### config.mk
export PLATFORM = sky130hd
export DESIGN_NAME = moore_seq_detector_param
export DESIGN_NICKNAME = d
export VERILOG_FILES = /design/src/rtl/moore_seq_detector_param.sv
export SDC_FILE = /design/constraint.sdc
export NUM_CORES = 1
export LEC_CHECK = 0
export BUFFER_PORTS_ARGS = -buffer_cell sky130_fd_sc_hd__buf_2
export CAP_MARGIN = 20
export CORE_AREA = 2 2 39 41
export CTS_BUF_LIST = sky130_fd_sc_hd__clkbuf_8
export CTS_CLUSTER_DIAMETER = 40
export DETAILED_ROUTE_END_ITERATION = 6
export DIE_AREA = 0 0 41 43
export PLACE_DENSITY = 0.72
export SYNTH_ARGS = -nofsm -noshare
export SYNTH_HDL_FRONTEND = slang
export SYNTH_SLANG_ARGS = --single-unit
### constraint.sdc
create_clock -name clk -period 1.7 [get_ports clk]
set_input_delay 0.17 -clock clk [delete_from_list [all_inputs] [get_ports clk]]
set_output_delay 0.17 -clock clk [all_outputs]
set_load 0.05 [all_outputs]
### src/rtl/moore_seq_detector_param.sv
// moore_seq_detector_param: Moore serial pattern detector with prefix-fallback transitions and a saturating match counter
module moore_seq_detector_param #(
  parameter int                   PAT_WIDTH = 4,
  parameter logic [PAT_WIDTH-1:0] PATTERN   = 4'b1011,
  parameter bit                   OVERLAP   = 1'b1,
  parameter int                   CNT_WIDTH = 8,
  localparam int                  SW        = $clog2(PAT_WIDTH + 1)
) (
  input  logic                 clk,
  input  logic                 rst_n,
  input  logic                 clear,
  input  logic                 en,
  input  logic                 din,
  output logic                 detected,
  output logic [SW-1:0]        state_dbg,
  output logic [CNT_WIDTH-1:0] match_count,
  output logic                 count_sat
);
  typedef enum logic [SW-1:0] {S0 = '0, MATCH = SW'(PAT_WIDTH)} state_t;
  state_t               r_state;
  logic [CNT_WIDTH-1:0] r_count;
  logic [SW-1:0]        w_nxt [2**SW][2];
  logic [SW-1:0]        w_next;
  // Longest suffix of (first k pattern bits, then b) that is also a pattern prefix
  function automatic int kmp_next(int k, logic b);
    int   best;
    int   m;
    logic ok;
    logic c;
    best = 0;
    if (k > PAT_WIDTH) return 0;
    if (k == PAT_WIDTH && !OVERLAP) return (b == PATTERN[PAT_WIDTH-1]) ? 1 : 0;
    for (int j = 1; j <= PAT_WIDTH; j++) begin
      ok = (j <= k + 1);
      for (int i = 0; i < j; i++) begin
        if (ok) begin
          m  = k + 1 - j + i;
          c  = (m < k) ? PATTERN[PAT_WIDTH-1-m] : b;
          ok = (c == PATTERN[PAT_WIDTH-1-i]);
        end
      end
      if (ok) best = j;
    end
    return best;
  endfunction
  always_comb begin
    for (int k = 0; k < 2**SW; k++)
      for (int b = 0; b < 2; b++)
        w_nxt[k][b] = SW'(kmp_next(k, 1'(b)));
  end
  assign w_next = w_nxt[r_state][din];
  always_ff @(posedge clk or negedge rst_n) begin
    if (!rst_n) begin
      r_state <= S0;
      r_count <= '0;
    end else if (clear) begin
      r_state <= S0;
      r_count <= '0;
    end else if (en) begin
      r_state <= state_t'(w_next);
      if (w_next == MATCH && !(&r_count)) r_count <= r_count + 1'b1;
    end
  end
  assign detected    = (r_state == MATCH);
  assign state_dbg   = r_state;
  assign match_count = r_count;
  assign count_sat   = &r_count;
endmodule

==> metrics.txt, run 1 <==
area fraction of the dominant cell type after synthesis=43.6%; CP max stage delay=0.42 ns; Layout area overhead=35.2%; WL final=1.47 mm; IO buf count=17; post-route minimum period=1.62 ns; Tot Pwr=0.000564 W; max cap viols=0; Pleak=0.345 nW; Synth area leader=dfrtp_1; syn avg cell area=9.16 um^2; WS Path Type=reg2out; die area=0.00176 mm^2; RSZ-0062 raised after global routing=false; ANT cells=0; synth cell count leaders=11 x dfrtp_1, 10 x a21oi_1, 5 x nor2_1, 4 x nand3_1; Post-Syn Nets=75; final-layout fill cell count=121; Row Count=14; mapped cell area=632 um^2; Worst Setup End Kind=output port; CTS tree=done; ranking of synthesized cells by area=dfrtp_1 44%, a21oi_1 7.9%, o31ai_1 3.6%; Hold Path Class=in2reg; Via Count=609; Setup Skew=0.00228 ns; Reg power frac=47.0%; WL/cell=13.5 um; clock root buffer=clkbuf_8; switching power total=0.000128 W; predominant post-synthesis flop cell=dfrtp_1; I/O pin cnt=18; DRC violations left=0; startpoint type of the worst setup path=flip-flop; power per cell area=660 mW/mm^2; Routed Antenna Nets=0; clock power share=45.9%; Global Route Usage Sum=19.3%; post-synthesis sequential area ratio=43.6%; flops & latches, synth=11; sw frac=22.8%; pin count of the biggest net entering global routing=12; CP Data Arrival Time=1.45 ns; clock slew at reported path FFs=0.05 ns; Distinct cells, synth=31; Final HPWL DP=1.08 mm; Layout Nets=100; Clock Sinks=11; dpl cells=104; maximum root-to-sink buffer count=2; Max Clk Rate=618 MHz; first-pass GRT wire length=2.36 mm; DRT Pass-1 Iters=4; Iter 0 DRT Violations=4; vias in the first global route=523; routability cong.=0.761; Int Power=0.000436 W; Buf/Inv on CP=1; cell family with most CP delay=flip-flops; final worst-path cycle share=95.1%; count leader, synth=dfrtp_1; share of cells above drive strength 1=41.9%; Non-Filler Instances=109; Num CTS Buffers=3; outcome=finished, final reports clean; Mapped Cells=69; Cell Chain, Critical Path=ha_4 > nand3_1 > nor2_4 > buf_2; Initial Utilization=45.7%; worst vdd ir=448 uV; crit-path max FO=10; core area=0.00138 mm^2; CP max stage cell=dfrtp_2; final setup fails=0; Post-synth EDFFs=0; relative max-transition margin=65.6%; H-tree depth=1; part of the power in combinational logic=7.1%; initial antenna violation count=0; final hold violations=0; Clk Latency, worst-skew pair=0.24 ns; Post-synth ARST share=100%; Die H=43 um; post-DR vias/cell=5.59; yosys warns=0; Pins Over Slew Limit=0; chip width=41 um; Post CTS Setup Buffer Count=0; Slew @ Worst Pin=0.503 ns; Worst Path Required=1.53 ns; gr ovfl total=0
-- layout make-up --
class	count	area [um^2]	area share, %
clock buffers	3	41.3	4.83
multi-input cells	53	368	43.0
flip-flops and latches	11	285	33.4
repair buffers	22	125	14.6
clock inverters	1	3.75	0.439
inverters	3	11.3	1.32
well taps	16	20.0	2.34
-- path summary, 6_finish.rpt --
check / start / to / slack (ns) / cells past startpoint
setup / recovery: match_count[0] / count_sat / 0.08 / 4
hold / removal: din / state_dbg[0] / 0.25 / 3
setup reg to reg: match_count[0] / match_count[3] / 0.14 / 5
hold reg to reg: match_count[4] / match_count[4] / 0.59 / 2
max in group asynchronous: rst_n / match_count[1] / 1.14 / 2
min in group asynchronous: rst_n / match_count[4] / 0.33 / 2
-- worst min-delay path: stages --
cell	delay, ns
buf_2	0.12
o211ai_1	0.09
a21oi_1	0.06
-- power groups by stage --
stage	sequential (W)	clock [W]	combinational, W
after global placement	0.000270	0	0.0000377
final	0.000265	0.000259	0.0000399
after floorplan	0.000279	0	0.00000999
after global routing	0.000265	0.000269	0.0000434
after detailed placement	0.000270	0	0.0000383
after CTS	0.000265	0.000262	0.0000403
-- routing by layer --
metal	up-vias	global-route usage, %	wire [um]
met4	0	8.00	13
met5	-	0	0
met3	2	3.14	50
met1	289	28.4	733
met2	11	27.2	675
li1	307	-	-
-- cell usage in the layout, fill, tap and decap left out, types with 2 or more instances in the layout --
master and n:
xnor2_1 2, buf_2 17, nand2_1 3, o31ai_1 3, or2b_1 2, a21oi_1 10, nand3_1 4, inv_1 4
buf_4 4, clkbuf_8 3, dfrtp_2 8, dfrtp_1 3, or4_1 2, nor2_1 4, o21ai_0 3
-- metrics by stage --
stage	worst slack (ns)	hold WS, ns	TNS, ns	utilization (%)	area, um^2
floorplan	-0.0756	-0.126	-0.151	-	676
global placement	0.120	0.0560	0	57.5	796
detailed placement	0.0755	0.0518	0	57.5	796
CTS	0.0647	0.251	0	61.5	851
global route	0.00872	0.262	0	61.8	855
finish	0.0829	0.251	0	61.8	855
-- registers in the layout, summed over array words and instances (netlist names) --
name / flops
match_count: 8
state_dbg: 3
-- what timing repair did --
action	CTS	global route
hold buffers	1	0
endpoints found under the hold margin	11	0
resized for setup	0	3
setup endpoints to repair	0	6
-- kinds of logic (layout without fill, tap and decap cells) --
kind of cell               Yosys count  count (layout)  share of synthesized area (%)
AOI/OAI and AO/OA                   20              20                           18.8
xor gates and xnor gates             2               2                           2.77
adders and majority gates            1               1                           1.98
buffers and inverters                5              29                           4.16
DFF                                 11              11                           43.6
and+or+nand+nor                     30              30                           28.7
Note: power is estimated with default switching activity, not from simulation.
==> run 2, diff against run 1 <==
Settings changed: ABC_AREA set to 1, CORE_AREA 2 2 39 41 to not set, CORE_MARGIN set to 2, CORE_UTILIZATION set to 50, DIE_AREA 0 0 41 43 to not set, PLACE_DENSITY 0.72 to 0.76.
==> run 2 against run 1 <==
Net effect:
- global-route usage increased by 0.42 points
- setup slack improved by 0.0047 ns
- largest power group is now clock
- largest cell class unchanged
- sequential cell count unchanged
- die area decreased by 3.7%
- highest routed layer unchanged
==> metrics.txt, run 2 <==
Setup Skew=0.00402 ns; Layout Nets=124; Via Count=677; most frequent cells in the layout=27 x nand2_1, 16 x buf_2, 11 x dfrtp_1; chip width=41.2 um; synth cell count leaders=27 x nand2_1, 11 x dfrtp_1, 10 x inv_1, 9 x nand3_1, 8 x nor2_1; Mapped Cells=93; Worst Setup End Kind=output port; Worst Path Required=1.53 ns; post-route minimum period=1.61 ns; ranking of synthesized cells by area=dfrtp_1 40%, nand2_1 15%, nand3_1 6.5%; cell family with most CP delay=flip-flops; Row Count=13; first-pass GRT wire length=2.17 mm; Post-synth ARST share=100%; count leader, synth=nand2_1; max cap viols=0; gr ovfl total=0; Final Util=67.2%; area fraction of the dominant cell type after synthesis=39.8%; Initial Utilization=53.2%; post-route cell area=875 um^2; pin count of the biggest net entering global routing=12; Iter 0 DRT Violations=11; placed inst area=801 um^2; Routed Antenna Nets=0; Hold Path Depth=2; part of the power in combinational logic=7.5%; share of cells above drive strength 1=30.8%; sw frac=24.8%; Pins Over Slew Limit=0; Max Clk Rate=620 MHz; Post-Syn Nets=99; Reg power frac=45.9%; Global Route Usage Sum=19.7%; IO buf count=17; Pleak=0.489 nW; outcome=finished, final reports clean; max reg flops=8; CTS tree=done; Final HPWL DP=1.07 mm; WL/cell=10.8 um; Clk Latency, worst-skew pair=0.24 ns; mapped cell area=692 um^2; post-DR vias/cell=5.13; Synth area leader=dfrtp_1; startpoint type of the worst setup path=flip-flop; CP Data Arrival Time=1.44 ns; Int Power=0.000438 W; WS Path Type=reg2out; DRT Pass-1 Iters=4; H-tree depth=1; crit-path max FO=4; post-synthesis sequential area ratio=39.8%; switching power total=0.000144 W; vias in the first global route=521; syn avg cell area=7.44 um^2; Die H=41.2 um; final worst-path cycle share=94.8%; core area=0.00130 mm^2; Min Hold Slack=0.175 ns; CP Depth=6; final setup fails=0; final hold violations=0; die area=0.00170 mm^2; relative max-transition margin=82.9%; Hold Path Class=in2reg; flops & latches, synth=11; Distinct cells, synth=20; most common cell after layout, fill and taps aside=nand2_1; maximum root-to-sink buffer count=2; power per cell area=666 mW/mm^2; Post-synth EDFFs=0; predominant post-synthesis flop cell=dfrtp_1; clock power share=46.6%; WL final=1.42 mm; Layout area overhead=26.4%; ANT cells=0; Num CTS Buffers=3; clock slew at reported path FFs=0.05 ns; initial antenna violation count=0; Clock Sinks=11; worst reg-to-reg path cell count=9; CP max stage cell=dfrtp_1; CP max stage delay=0.39 ns; yosys warns=0; worst vdd ir=570 uV; Slew @ Worst Pin=0.257 ns; Cell Chain, Critical Path=ha_1 > nand2_1 > nor2_2 > nand2_4 > inv_2 > clkbuf_4; Buf/Inv on CP=2; DRC violations left=0; clock root buffer=clkbuf_8; I/O pin cnt=18; routability cong.=0.817
==> run 2: cell types whose count changed after synthesis, sizes merged, moves of 2 or more <==
cell,before,now
xnor2,2,0
xor2,0,2
or4,2,0
nor2,5,11
inv,3,13
or3,2,0
nand4,1,4
o31ai,3,0
nand2,3,31
nand3,5,10
nor3,1,3
a21oi,10,1
a2111oi,2,0
or2b,2,0
==> run 2: layout make-up <==
class                           instances  area (um^2)
Clock buffer                            3         41.3
Clock inverter                          1         5.00
Fill cell                             112          427
Inverter                               14         57.6
Multi-Input combinational cell         68          364
Sequential cell                        11          275
Tap cell                               15         18.8
Timing Repair Buffer                   20          113
==> run 2: power groups by stage <==
stage | logic, W | clock network [W] | registers, W
floorplan | 0.0000171 | 0 | 0.000279
global placement | 0.0000422 | 0 | 0.000272
detailed placement | 0.0000421 | 0 | 0.000272
CTS | 0.0000441 | 0.000269 | 0.000267
global route | 0.0000494 | 0.000286 | 0.000268
finish | 0.0000435 | 0.000272 | 0.000267
==> run 2: metrics by stage <==
stage / setup slack (ns) / power, W / cells / TNS, ns
6_report: 0.0876 / 0.000582 / 132 / 0
5_1_grt: -0.00116 / 0.000603 / 132 / -0.00116
4_1_cts: 0.0139 / 0.000581 / 130 / 0
3_5_place_dp: 0.269 / 0.000314 / 125 / 0
3_3_place_gp: 0.328 / 0.000314 / 125 / 0
2_1_floorplan: 0.0610 / 0.000296 / 93 / 0
==> run 2: worst paths after layout <==
check / startpoint / end / slack, ns
hold reg to reg: match_count[7] / match_count[7] / 0.53
hold / removal: clear / state_dbg[1] / 0.18
min in group asynchronous: rst_n / match_count[3] / 0.32
max in group asynchronous: rst_n / state_dbg[2] / 1.17
setup reg to reg: match_count[1] / match_count[5] / 0.34
setup / recovery: match_count[1] / count_sat / 0.09
==> run 2: what timing repair did <==
action	CTS	global route
gates resized for setup	0	1
hold endpoints to repair	11	0
hold buffers	1	0
endpoints found under the setup margin	0	1
buffers inserted	0	2
==> run 2: kinds of logic after synthesis <==
kind of cell	synth area share, %
AND/OR/NAND/NOR	42.7
buffers and inverters	8.32
flip-flops	39.8
AO/OA/AOI/OAI	4.88
XOR/XNOR	2.53
adder cells (fa/ha/maj)	1.81
==> run 2: layer usage <==
metal / up-vias / routed length [um] / track usage, %
met1: 307 / 648 / 26.1
met4: 0 / 17 / 7.26
met5: - / 0 / 0
li1: 350 / - / -
met3: 3 / 67 / 4.89
met2: 17 / 686 / 30.9
==> run 3, diff against run 2 <==
Settings changed: BUFFER_PORTS_ARGS -buffer_cell sky130_fd_sc_hd__buf_2 to not set, DONT_BUFFER_PORTS set to 1, PLACE_DENSITY 0.76 to not set, SKIP_CTS_REPAIR_TIMING set to 1.
==> run 3 against run 2 <==
Net effect:
- sequential cell count stayed put
- hold slack worse by 0.14 ns
- clock power hardly changed
- register-to-register slack better by 0.04 ns
- setup slack better by 0.13 ns
- global-route usage is 3.2 points higher
- cell count is 4.5% lower
- combinational power is 6.7% lower
- die area stayed put
==> metrics.txt, run 3 (synthesis results as in run 2) <==
outcome=finished, final reports clean; part of the power in combinational logic=7.0%; ANT cells=0; CP max stage delay=0.35 ns; max reg flops=8; die area=0.00170 mm^2; clock power share=47.0%; most frequent cells in the layout=27 x nand2_1, 12 x buf_4, 11 x dfrtp_1; cell family with most CP delay=flip-flops; Min Hold Slack=0.0369 ns; Final Util=67.0%; pin count of the biggest net entering global routing=12; first-pass GRT wire length=2.44 mm; Clock Sinks=11; sw frac=24.8%; maximum root-to-sink buffer count=2; initial antenna violation count=0; Worst Setup End Kind=output port; Num CTS Buffers=3; Pins Over Slew Limit=0; clock slew at reported path FFs=0.06 ns; Buf/Inv on CP=1; worst slack at placement=0.402 ns; Layout area overhead=26.0%; Routed Antenna Nets=0; final-layout fill cell count=126; Iter 0 DRT Violations=10; Initial Utilization=53.2%; Setup Skew=0.00728 ns; final setup fails=0; post-DR vias/cell=5.27; WS Path Type=reg2out; chip width=41.2 um; post-route minimum period=1.48 ns; I/O pin cnt=18; IO buf count=0; switching power total=0.000144 W; Layout Nets=118; gr ovfl total=0; H-tree depth=1; max cap viols=0; CTS tree=done; vias in the first global route=582; core area=0.00130 mm^2; Global Route Usage Sum=22.9%; crit-path max FO=3; final worst-path cycle share=87.3%; relative max-transition margin=64.6%; Clk Latency, worst-skew pair=0.25 ns; dpl cells=120; Via Count=664; Die H=41.2 um; Max Clk Rate=674 MHz; Final HPWL DP=1.22 mm; final setup margin=0.216 ns; power per cell area=667 mW/mm^2; most common cell after layout, fill and taps aside=nand2_1; Hold Path Class=in2reg; final setup TNS=0 ns; Row Count=13; DRT Pass-1 Iters=4; CP max stage cell=dfrtp_1; share of cells above drive strength 1=26.1%; Int Power=0.000438 W; R2R setup slack=0.38 ns; DRC violations left=0; Non-Filler Instances=126; WL final=1.70 mm; worst vdd ir=559 uV; startpoint type of the worst setup path=flip-flop; CP Data Arrival Time=1.31 ns; routability cong.=0.801; Slew @ Worst Pin=0.529 ns; Reg power frac=46.0%; Pleak=0.460 nW; final hold violations=0; RSZ-0062 raised after global routing=false; WL/cell=13.5 um; Cell Chain, Critical Path=ha_1 > nand2_1 > nor2_2 > nand2_4 > inv_2; clock root buffer=clkbuf_8; Worst Path Required=1.53 ns
run 3: cell count changes in the layout (fill, tap and decap cells not counted):
| cell | before | now |
|---|---|---|
| clkbuf_4 | 1 | 0 |
| dlygate4sd3_1 | 1 | 2 |
| buf_4 | 2 | 12 |
| buf_2 | 16 | 0 |
run 3: path summary, 6_finish.rpt:
path / depth (start not counted) / endpoint / from
setup / recovery: 5 / count_sat / match_count[0]
hold / removal: 1 / state_dbg[2] / clear
setup reg to reg: 9 / match_count[1] / match_count[0]
hold reg to reg: 2 / match_count[4] / match_count[4]
max in group asynchronous: 1 / match_count[1] / rst_n
min in group asynchronous: 1 / match_count[6] / rst_n
run 3: power groups by stage:
stage	sequential (W)	combinational (W)	clock, W
2_1_floorplan	0.000279	0.0000171	0
3_3_place_gp	0.000272	0.0000308	0
3_5_place_dp	0.000272	0.0000313	0
4_1_cts	0.000267	0.0000314	0.000276
5_1_grt	0.000268	0.0000443	0.000291
6_report	0.000268	0.0000406	0.000274
run 3: per-stage QoR:
| stage | power, W | instance area [um^2] |
|---|---|---|
| 2_1_floorplan | 0.000296 | 697 |
| 3_3_place_gp | 0.000303 | 806 |
| 3_5_place_dp | 0.000303 | 806 |
| 4_1_cts | 0.000574 | 852 |
| 5_1_grt | 0.000603 | 872 |
| 6_report | 0.000582 | 872 |
run 3: cell type report:
class | count | area [um^2] | share of cell area, %
Clock buffer | 3 | 41.3 | 4.73
Tap cell | 15 | 18.8 | 2.15
Sequential cell | 11 | 275 | 31.6
Multi-Input combinational cell | 68 | 364 | 41.8
Clock inverter | 1 | 5.00 | 0.574
Timing Repair Buffer | 14 | 110 | 12.6
Inverter | 14 | 57.6 | 6.60
run 3: layer usage:
metal / GRT usage (%) / wire length [um]
met4: 12.1 / 36
met5: 0 / 0
met3: 5.43 / 84
met1: 25.6 / 754
met2: 39.8 / 822
